**src/rtl/tmds_rx_align_decode.sv**
```systemverilog
// TMDS receive channel: finds the symbol boundary from control-token runs and decodes symbols.
// Optional statistics ports are enabled with the SMOLDVI_TMDS_RX_STATS_EN macro.
module tmds_rx_align_decode #(
   parameter int unsigned LOCK_COUNT     = 8,
   parameter int unsigned SEARCH_TIMEOUT = 2048
) (
   input  logic        clk,
   input  logic        rst,
   input  logic [9:0]  d,
   output logic        q_valid,
   output logic        q_de,
   output logic [7:0]  q_data,
   output logic [1:0]  q_c,
   output logic        locked,
   output logic [3:0]  slip_offset
`ifdef SMOLDVI_TMDS_RX_STATS_EN
   ,
   output logic [15:0] stat_lines,
   output logic [7:0]  stat_slips
`endif
);

   localparam int unsigned RunW  = $clog2(LOCK_COUNT + 1);
   localparam int unsigned IdleW = (SEARCH_TIMEOUT > 1) ? $clog2(SEARCH_TIMEOUT) : 1;

   localparam logic [9:0] TokC0 = 10'b1101010100;
   localparam logic [9:0] TokC1 = 10'b0010101011;
   localparam logic [9:0] TokC2 = 10'b0101010100;
   localparam logic [9:0] TokC3 = 10'b1010101011;

   typedef enum logic [0:0] {StSearch, StLocked} state_e;

   state_e           state_q;
   logic [9:0]       d_prev_q;
   logic [9:0]       sym_q;
   logic [RunW-1:0]  run_q;
   logic [IdleW-1:0] idle_q;

   logic [19:0]      win;
   logic             is_ctrl;
   logic [1:0]       ctrl_code;
   logic [7:0]       s_lo;
   logic [7:0]       data_dec;
   logic             lock_hit;
   logic             idle_end;
   logic             slip_evt;
   logic             drop_evt;

   assign win = {d, d_prev_q};

   always_comb begin
      is_ctrl   = 1'b1;
      ctrl_code = 2'b00;
      case (sym_q)
         TokC0:   ctrl_code = 2'b00;
         TokC1:   ctrl_code = 2'b01;
         TokC2:   ctrl_code = 2'b10;
         TokC3:   ctrl_code = 2'b11;
         default: is_ctrl = 1'b0;
      endcase

      // Undo the optional inversion, then the XOR/XNOR transition chain.
      s_lo        = sym_q[9] ? ~sym_q[7:0] : sym_q[7:0];
      data_dec    = 8'h00;
      data_dec[0] = s_lo[0];
      for (int i = 1; i < 8; i++) begin
         data_dec[i] = sym_q[8] ? (s_lo[i] ^ s_lo[i-1]) : ~(s_lo[i] ^ s_lo[i-1]);
      end

      lock_hit = (state_q == StSearch) && is_ctrl && (run_q == RunW'(LOCK_COUNT - 1));
      idle_end = (idle_q == IdleW'(SEARCH_TIMEOUT - 1));
      slip_evt = (state_q == StSearch) && !lock_hit && idle_end;
      drop_evt = (state_q == StLocked) && !is_ctrl && idle_end;
   end

   always_ff @(posedge clk) begin
      if (rst) begin
         state_q     <= StSearch;
         d_prev_q    <= 10'd0;
         sym_q       <= 10'd0;
         run_q       <= '0;
         idle_q      <= '0;
         slip_offset <= 4'd0;
         locked      <= 1'b0;
         q_valid     <= 1'b0;
         q_de        <= 1'b0;
         q_data      <= 8'h00;
         q_c         <= 2'b00;
      end else begin
         d_prev_q <= d;
         sym_q    <= win[{1'b0, slip_offset} +: 10];

         unique case (state_q)
            StSearch: begin
               if (lock_hit) begin
                  // The token completing the run is itself emitted as valid.
                  state_q <= StLocked;
                  run_q   <= run_q + RunW'(1);
                  idle_q  <= '0;
                  locked  <= 1'b1;
                  q_valid <= 1'b1;
                  q_de    <= 1'b0;
                  q_data  <= 8'h00;
                  q_c     <= ctrl_code;
               end else begin
                  q_valid <= 1'b0;
                  q_de    <= 1'b0;
                  q_data  <= 8'h00;
                  q_c     <= 2'b00;
                  if (slip_evt) begin
                     slip_offset <= (slip_offset == 4'd9) ? 4'd0 : slip_offset + 4'd1;
                     run_q       <= '0;
                     idle_q      <= '0;
                  end else begin
                     run_q  <= is_ctrl ? run_q + RunW'(1) : '0;
                     idle_q <= idle_q + IdleW'(1);
                  end
               end
            end
            StLocked: begin
               if (drop_evt) begin
                  state_q <= StSearch;
                  run_q   <= '0;
                  idle_q  <= '0;
                  locked  <= 1'b0;
                  q_valid <= 1'b0;
                  q_de    <= 1'b0;
                  q_data  <= 8'h00;
                  q_c     <= 2'b00;
               end else begin
                  idle_q  <= is_ctrl ? '0 : idle_q + IdleW'(1);
                  q_valid <= 1'b1;
                  q_de    <= !is_ctrl;
                  q_data  <= is_ctrl ? 8'h00 : data_dec;
                  q_c     <= is_ctrl ? ctrl_code : 2'b00;
               end
            end
            default: state_q <= StSearch;
         endcase
      end
   end

`ifdef SMOLDVI_TMDS_RX_STATS_EN
   logic de_prev_q;

   // Outputs are already gated, so a rising q_de implies q_valid.
   always_ff @(posedge clk) begin
      if (rst) begin
         de_prev_q  <= 1'b0;
         stat_lines <= 16'd0;
         stat_slips <= 8'd0;
      end else begin
         de_prev_q <= q_de;
         if (q_valid && q_de && !de_prev_q) begin
            stat_lines <= stat_lines + 16'd1;
         end
         if (slip_evt && (stat_slips != 8'hFF)) begin
            stat_slips <= stat_slips + 8'd1;
         end
      end
   end
`endif

endmodule

```
**config.mk**
```make
export PLATFORM = sky130hd
export DESIGN_NAME = tmds_rx_align_decode
export DESIGN_NICKNAME = d
export VERILOG_FILES = /design/src/rtl/tmds_rx_align_decode.sv
export SDC_FILE = /design/constraint.sdc
export NUM_CORES = 1
export LEC_CHECK = 0
export CORE_MARGIN = 5
export CORE_UTILIZATION = 61
export DETAILED_ROUTE_END_ITERATION = 12
export GPL_TIMING_DRIVEN = 1
export PLACE_DENSITY_LB_ADDON = 0.12
export SLEW_MARGIN = 30
export SYNTH_ARGS = -nofsm -noshare
export SYNTH_HDL_FRONTEND = slang
export SYNTH_SLANG_ARGS = --single-unit
export TNS_END_PERCENT = 50
```
**constraint.sdc**
```tcl
create_clock -name clk -period 3.78 [get_ports clk]
set_input_delay 1.134 -clock clk [delete_from_list [all_inputs] [get_ports clk]]
set_output_delay 1.134 -clock clk [all_outputs]
set_load 0.01 [all_outputs]
```
==> results of run 1 <==
==> cell type report <==
cell class | instances | area share
flip-flops and latches | 52 | 0.3324
clock buffers | 6 | 0.02637
inverters | 15 | 0.01798
multi-input cells | 197 | 0.4990
clock inverters | 2 | 0.004395
well taps | 52 | 0.02078
repair buffers | 32 | 0.09908
==> cell usage in the layout (no fill, tap or decap), types with 4 or more instances in the layout <==
cell             netlist  final
nand3_1                8      8
mux2i_1                9      9
a21oi_1               15     15
nor2b_1               13     13
clkdlybuf4s50_1        0     28
xnor2_1               15     15
dfxtp_1               52     52
inv_2                  4      4
o21ai_0                4      4
a211oi_1              11     11
ha_1                  10     10
nor2_1                34     34
xor2_1                 5      5
nor3_1                 4      4
clkbuf_8               0      6
inv_1                 11     11
nand2_1                9      9
o31ai_1                5      5
mux4_2                12     12
and3_1                 7      7
buf_4                  1      4
==> routing by layer <==
metal  vias to the layer above  part of all wire
met3                         6             0.040
met4                         0             0.012
met2                        44              0.49
met1                       963              0.46
li1                       1044                 -
met5                         -                 0
==> flip-flops by register name (all words and copies together), names as in the netlist, 2 cells and up <==
register	cells
d_prev_q	10
idle_q	11
slip_offset	4
q_data	8
run_q	4
sym_q	10
q_c	2
==> power by group <==
| group | internal, mW | total (mW) | leakage (nW) | switching [mW] |
|---|---|---|---|---|
| logic | 0.0477 | 0.0878 | 0.713 | 0.0400 |
| registers | 0.561 | 0.574 | 0.424 | 0.0128 |
| clock network | 0.150 | 0.331 | 0.0516 | 0.181 |
| total | 0.759 | 0.993 | 1.19 | 0.234 |
==> cell families (layout without fill, tap and decap cells) <==
kind of cell	Yosys count	after routing	share of synthesized area
AO/OA/AOI/OAI	46	46	0.1182
AND/OR/NAND/NOR	94	94	0.1838
adder cells (fa/ha/maj)	10	10	0.04527
flip-flops	52	52	0.3766
XOR/XNOR	20	20	0.06338
buffers and inverters	32	55	0.05794
multiplexers	27	27	0.1548
==> through the flow <==
stage | util | std cells | area, um2
after floorplan | - | 281 | 2764
after global placement | 0.6924 | 348 | 3035
after detailed placement | 0.6924 | 348 | 3035
after CTS | 0.7143 | 356 | 3132
after global routing | 0.7143 | 356 | 3132
final | 0.7143 | 356 | 3132
==> worst min path at each step <==
| stage | from | endpoint | slack (ps) |
|---|---|---|---|
| floorplan | idle_q[0]$_SDFF_PP0_ | idle_q[0]$_SDFF_PP0_ | 440 |
| global placement | idle_q[0]$_SDFF_PP0_ | idle_q[0]$_SDFF_PP0_ | 460 |
| detailed placement | idle_q[0]$_SDFF_PP0_ | idle_q[0]$_SDFF_PP0_ | 460 |
| CTS | idle_q[0]$_SDFF_PP0_ | idle_q[0]$_SDFF_PP0_ | 490 |
| global route | idle_q[0]$_SDFF_PP0_ | idle_q[0]$_SDFF_PP0_ | 510 |
| finish | idle_q[0]$_SDFF_PP0_ | idle_q[0]$_SDFF_PP0_ | 480 |
==> results.cfg, run 1 <==
[status]
outcome = completed

[critical_path]
crit_type = flop to primary output
cpMaxStageDelayCell = dfxtp_1
crit_end = slip_offset[2]
cpPeakStageDelay_ps = 710
critical_path.top_delay_family = flip-flops
setup.worst_path.start = slip_offset[2]$_SDFFE_PP0P_
critPathBufInv = 1
cp_max_fo = 17
crit_path_cell_trace = clkdlybuf4s50_1
worstPathArrival_ps = 1670
critPathCaptureType = primary output
start_kind = flop
r2r-end = idle_q[5]$_SDFF_PP0_
r2r_start = sym_q[8]$_SDFF_PP0_
cp.required_ps = 2650
crit_cells = 1
worstRegToRegCells = 5
r2r_slack_ps = 1570

[place]
gp_congestion = 0.8834
pre_cts_ws_ps = 940.7
io_buffers = 28
dp_hpwl_um = 3912

[sta]
tightest_slew_ps = 852.3
holdWs_ps = 480.8
post-route-min-period_ps = 2802
fin_skew_ps = 8.458
worst_slack_ps = 977.7
finalSetupTns_ps = 0
hold_viol = 0
relSlewSlack = 0.4293
rsz0062_at_grt = false
final-setup-viol-count = 0
fmax_ghz = 0.3569
fin_crit_sh = 0.7413
slew_viol_final = 0

[global_route]
grt-busiest-layer = met2
grtUsageMet3 = 0.03864
grt_util_met1 = 0.2493
antenna_found_initial = 0
grt_pass1_wl_um = 9128
grt_usage = 0.1822
grt_overflow = 0
grt_max_degree = 28
grt_pass1_vias = 1944
use_met2 = 0.2938

[clock_tree]
root_buffer = clkbuf_8
clockBufferDepth = 2
post_cts.repair.setup_buffers = 0
cts_hold_buf = 0
cts_tree = built
path_clk_slew_ps = 90
cts-buffers-inserted = 5
cts.repair.resized = 0
insertion_delay_ps = 310
h-tree-depth = 2
cts_sinks = 52

[route]
first_iter_violations = 99
vias = 2057
via_per_inst = 5.778
drc = 0
ant_nets = 0
drt_wl_total_um = 5220
drtPass1Iterations = 4
drt-wirelength-per-cell_um = 14.66

[logic_synthesis]
synth-edff-count = 0
yosys.area.top_type = dfxtp_1
yosysMostFrequentCell = dfxtp_1
synth_nets = 303
synth_ff_type = dfxtp_1
synth_cell_types = 43
yosys.area.top_type_share = 0.3766
syn_area_mm2 = 0.002764
ys_async_sr_fraction = 0
syn_area_per_cell_um2 = 9.836
ys_ff_latch = 52
synth_common_cells = dfxtp_1 (52), nor2_1 (34), a21oi_1 (15), xnor2_1 (15), nor2b_1 (13)
ys_seq_area_frac = 0.3766
ys_warn_count = 0
synth_area_leaders = dfxtp_1 (38%), mux4_2 (9.8%), xnor2_1 (4.8%), nor2_1 (4.6%), ha_1 (4.5%)
syn_inst = 281

[die]
die-area_mm2 = 0.005977
core-area_mm2 = 0.004384
die_w_um = 77.31
die_h_um = 77.31
start_util = 0.6304
num_rows = 24
io_pins = 29

[finish]
drive_gt1_frac = 0.1217
seq_area_mm2 = 0.001041
layout.nets = 325
diodes = 0
area_growth_pct = 13.31
num-fill-cells = 332
multi_input_area_mm2 = 0.001563

[hold_path]
holdPathStages = 1
worstHoldPathType = flop to flop

[power]
p_leak_nw = 1.189
ir_drop_v = 0.0002474
fin_total_pwr_mw = 0.9925
powerDensity_mw_per_mm2 = 316.9

[run]
maxCapViolations = 0
(Power assumes the default switching activity.)
==> run 2: changes to the inputs <==
Settings changed: CORE_UTILIZATION 61 to 56.
Clock period 3.78 ns to 2.6 ns, I/O delays scaled along.
==> run 2 against run 1 <==
Count of clock-buffer cells in the layout is 1 lower. Register-to-register slack worse by 1200 ps. Clock power is 99% higher. Critical endpoint is now q_valid. Cell count is 5.1% higher.
==> results.cfg, run 2 (synthesis results as in run 1) <==
[status]
outcome = completed

[route]
vias = 2090
via_per_inst = 5.588
ant_nets = 0
drtPass1Iterations = 4
drt-wirelength-per-cell_um = 13.82
drc = 0
drt_wl_total_um = 5169
first_iter_violations = 130

[finish]
area_growth_pct = 16.34
largest_reg_flops = 11
layout.nets = 328
final_common_cell = dfxtp_1
layout_common_cells = dfxtp_1 (51), nor2_1 (34), clkdlybuf4s50_1 (28)
diodes = 0
largest_register = idle_q
drive_gt1_frac = 0.1336
top_regs = idle_q (11), d_prev_q (10), sym_q (10)
finalInstanceArea_mm2 = 0.003216

[clock_tree]
path_clk_slew_ps = 100
root_buffer = clkbuf_8
h-tree-depth = 2
cts-buffers-inserted = 5
cts.repair.resized = 0
post_cts.repair.setup_buffers = 0
insertion_delay_ps = 300
cts_hold_buf = 0
cts_tree = built
cts_sinks = 52
clockBufferDepth = 2

[sta]
fin_skew_ps = 7.909
finalSetupTns_ps = 0
fin_crit_sh = 0.8625
rsz0062_at_grt = false
fmax_ghz = 0.4459
slew_viol_final = 0
tightest_slew_ps = 832.6
final-setup-viol-count = 0
relSlewSlack = 0.4425
post-route-min-period_ps = 2243
hold_viol = 0

[global_route]
antenna_found_initial = 0
grt_overflow = 0
grt_pass1_wl_um = 9142
grt_pass1_vias = 2030
grt_max_degree = 28
grt_usage = 0.1799

[critical_path]
worstPathArrival_ps = 1460
cp.required_ps = 1820
cpMaxStageDelayCell = clkdlybuf4s50_1
r2r-end = idle_q[7]$_SDFF_PP0_
critical_path.top_delay_family = buffers and inverters
worstRegToRegCells = 5
r2r_start = sym_q[8]$_SDFF_PP0_
crit_path_cell_trace = clkdlybuf4s50_1
critPathCaptureType = primary output
critPathBufInv = 1
cp_max_fo = 10
start_kind = flop
cpPeakStageDelay_ps = 610
crit_type = flop to primary output
r2r_slack_ps = 390

[die]
core-area_mm2 = 0.004755
die_h_um = 80.26
die_w_um = 80.26
io_pins = 29
num_rows = 25
die-area_mm2 = 0.006441
start_util = 0.5813

[power]
p_leak_nw = 1.222
fin_total_pwr_mw = 1.620
powerDensity_mw_per_mm2 = 503.9
ir_drop_v = 0.0002888

[hold_path]
min-delay-start = idle_q[0]$_SDFF_PP0_
worstHoldPathType = flop to flop
holdPathStages = 1
whs_endpoint = idle_q[0]$_SDFF_PP0_

[place]
dp_hpwl_um = 3885
gp_congestion = 0.8909
io_buffers = 28
place_area_mm2 = 0.003077

[run]
maxCapViolations = 0
run 2: routing by layer:
metal,share of wire,up-vias,GRT usage
li1,-,1049,-
met1,0.47,983,0.2334
met2,0.46,49,0.3022
met3,0.052,9,0.03139
met4,0.015,0,0.05912
met5,0,-,0
run 2: per-stage QoR:
| stage | cells | hold slack (ps) | worst slack (ps) | util |
|---|---|---|---|---|
| floorplan | 281 | 437.9 | 643.0 | - |
| global placement | 366 | 461.4 | 135.4 | 0.6471 |
| detailed placement | 366 | 466.2 | 93.46 | 0.6471 |
| CTS | 374 | 490.6 | 92.95 | 0.6761 |
| global route | 374 | 513.9 | 187.8 | 0.6763 |
| finish | 374 | 482.4 | 357.4 | 0.6763 |
run 2: layout make-up:
type / count / area (um2)
clock buffer: 5 / 68.82
clock inverter: 3 / 68.82
fill: 378 / 1539
inverter: 15 / 56.30
multi-input combinational: 197 / 1563
sequential: 52 / 1042
tap: 67 / 83.83
timing repair buffer: 35 / 332.8
run 2: how the worst max path moves through the flow:
stage                           end  cells after the start                   startpoint  slack, ps
6_report                    q_valid                      1           state_q$_SDFF_PP0_        360
5_1_grt        idle_q[9]$_SDFF_PP0_                      5          sym_q[8]$_SDFF_PP0_        190
4_1_cts              slip_offset[0]                      1  slip_offset[0]$_SDFFE_PP0P_         90
3_5_place_dp    sym_q[4]$_SDFF_PP0_                      4                         d[1]         90
3_3_place_gp    sym_q[4]$_SDFF_PP0_                      4                         d[1]        140
2_1_floorplan   sym_q[4]$_SDFF_PP0_                      3                         d[1]        640
run 2: power breakdown:
part	internal (mW)	switching, mW	total, mW
sequential	0.816	0.0192	0.835
clock	0.387	0.271	0.658
combinational	0.0704	0.0564	0.127
total	1.27	0.346	1.62
==> run 3: changes to the inputs <==
Settings changed: CORE_ASPECT_RATIO set to 0.75, REMOVE_ABC_BUFFERS set to 1.
==> run 3 against run 2 <==
Final area down 1.2%. Die area grew 0.22%. Sequential cell count is the same. Core utilization is 2.0 points lower. Cell count down 1.1%. Critical path depth is the same. First-iteration DRC count up 13%. Critical path type unchanged.
==> results.cfg, run 3 (synthesis results as in run 1) <==
[run]
maxCapViolations = 0

[status]
outcome = completed

[place]
dp_cells = 362
place_area_mm2 = 0.003090
gp_congestion = 0.8332
dp_hpwl_um = 4300
io_buffers = 28

[sta]
fin_skew_ps = 8.189
finalSetupTns_ps = 0
slew_viol_final = 0
fin_crit_sh = 0.8775
hold_viol = 0
post-route-min-period_ps = 2281
fmax_ghz = 0.4383
tightest_slew_ps = 850.3
final-setup-viol-count = 0
rsz0062_at_grt = false
relSlewSlack = 0.4306

[clock_tree]
insertion_delay_ps = 300
cts_hold_buf = 0
h-tree-depth = 2
clockBufferDepth = 2
root_buffer = clkbuf_8
cts-buffers-inserted = 5
cts_sinks = 52
cts_tree = built
path_clk_slew_ps = 100

[critical_path]
r2r-end = idle_q[2]$_SDFF_PP0_
cp.required_ps = 1820
cp_max_fo = 10
worstRegToRegCells = 5
worstPathArrival_ps = 1500
start_kind = flop
critPathCaptureType = primary output
r2r_start = sym_q[8]$_SDFF_PP0_
cpPeakStageDelay_ps = 620
critical_path.top_delay_family = buffers and inverters
crit_type = flop to primary output
cpMaxStageDelayCell = clkdlybuf4s50_1
crit_path_cell_trace = clkdlybuf4s50_1
r2r_slack_ps = 410
critPathBufInv = 1

[route]
drt-wirelength-per-cell_um = 15.40
ant_nets = 0
vias = 2116
drt_wl_total_um = 5697
drtPass1Iterations = 4
via_per_inst = 5.719
drc = 0
first_iter_violations = 147

[finish]
top_regs = idle_q (11), d_prev_q (10), sym_q (10)
layout.nets = 331
fin_cells = 370
finalInstanceArea_mm2 = 0.003178
final_util = 0.6560
largest_register = idle_q
largest_reg_flops = 11
seq_area_mm2 = 0.001042
area_growth_pct = 14.98
num-fill-cells = 420
multi_input_area_mm2 = 0.001563
diodes = 0
drive_gt1_frac = 0.1387
layout_common_cells = dfxtp_1 (51), nor2_1 (34), clkdlybuf4s50_1 (28)
final_common_cell = dfxtp_1

[power]
fin_total_pwr_mw = 1.424
p_leak_nw = 1.214
powerDensity_mw_per_mm2 = 448.2
ir_drop_v = 0.0003188

[global_route]
grt_overflow = 0
antenna_found_initial = 0
grt_max_degree = 28
grt_pass1_wl_um = 9556
grt_usage = 0.1817
grt_pass1_vias = 1859

[die]
num_rows = 22
die_h_um = 70.84
io_pins = 29
die_w_um = 91.12
core-area_mm2 = 0.004845
start_util = 0.5705
die-area_mm2 = 0.006455

[hold_path]
min-delay-start = idle_q[0]$_SDFF_PP0_
whs_endpoint = idle_q[0]$_SDFF_PP0_
holdPathStages = 1
worstHoldPathType = flop to flop
[run 3: cell types whose count changed in the layout (fill, tap and decap cells not counted), sizes merged]
cell and change:
bufinv -2, buf +3, clkbuf +1, clkinv +1
[run 3: worst max-delay path by stage]
stage	start	endpoint	slack [ps]	cells past startpoint
floorplan	slip_offset[0]$_SDFFE_PP0P_	sym_q[4]$_SDFF_PP0_	280	3
global placement	d[1]	sym_q[4]$_SDFF_PP0_	140	4
detailed placement	d[1]	sym_q[4]$_SDFF_PP0_	80	4
CTS	slip_offset[0]$_SDFFE_PP0P_	slip_offset[0]	70	1
global route	sym_q[8]$_SDFF_PP0_	idle_q[5]$_SDFF_PP0_	210	5
finish	state_q$_SDFF_PP0_	q_valid	320	1
[run 3: timing repair]
action,4_1_cts,5_1_grt
setup buffers,0,0
gates resized for setup,0,1
setup endpoints to repair,0,1
[run 3: report_power, final]
part / internal [mW] / switching, mW
Combinational: 0.0724 / 0.0593
Clock: 0.192 / 0.264
Sequential: 0.816 / 0.0206
[run 3: layout make-up]
type	count	share of cell area
clock inverter	2	0.004331
sequential	52	0.3280
clock buffer	6	0.02283
tap	60	0.02362
timing repair buffer	38	0.1118
inverter	15	0.01772
multi-input combinational	197	0.4917
[run 3: layer usage]
layer	wire (um)	part of all wire	GRT usage	vias up
met1	2786	0.49	0.2724	981
met2	2446	0.43	0.2688	72
met3	416	0.073	0.03401	6
met4	48	0.0084	0.04723	0
met5	0	0	0	-
li1	-	-	-	1057
[run 3: metrics by stage]
stage,hold WS (ps),setup slack [ps]
floorplan,437.9,282.0
global placement,462.0,136.8
detailed placement,473.4,82.40
CTS,496.2,68.69
global route,545.4,210.1
finish,490.5,318.6
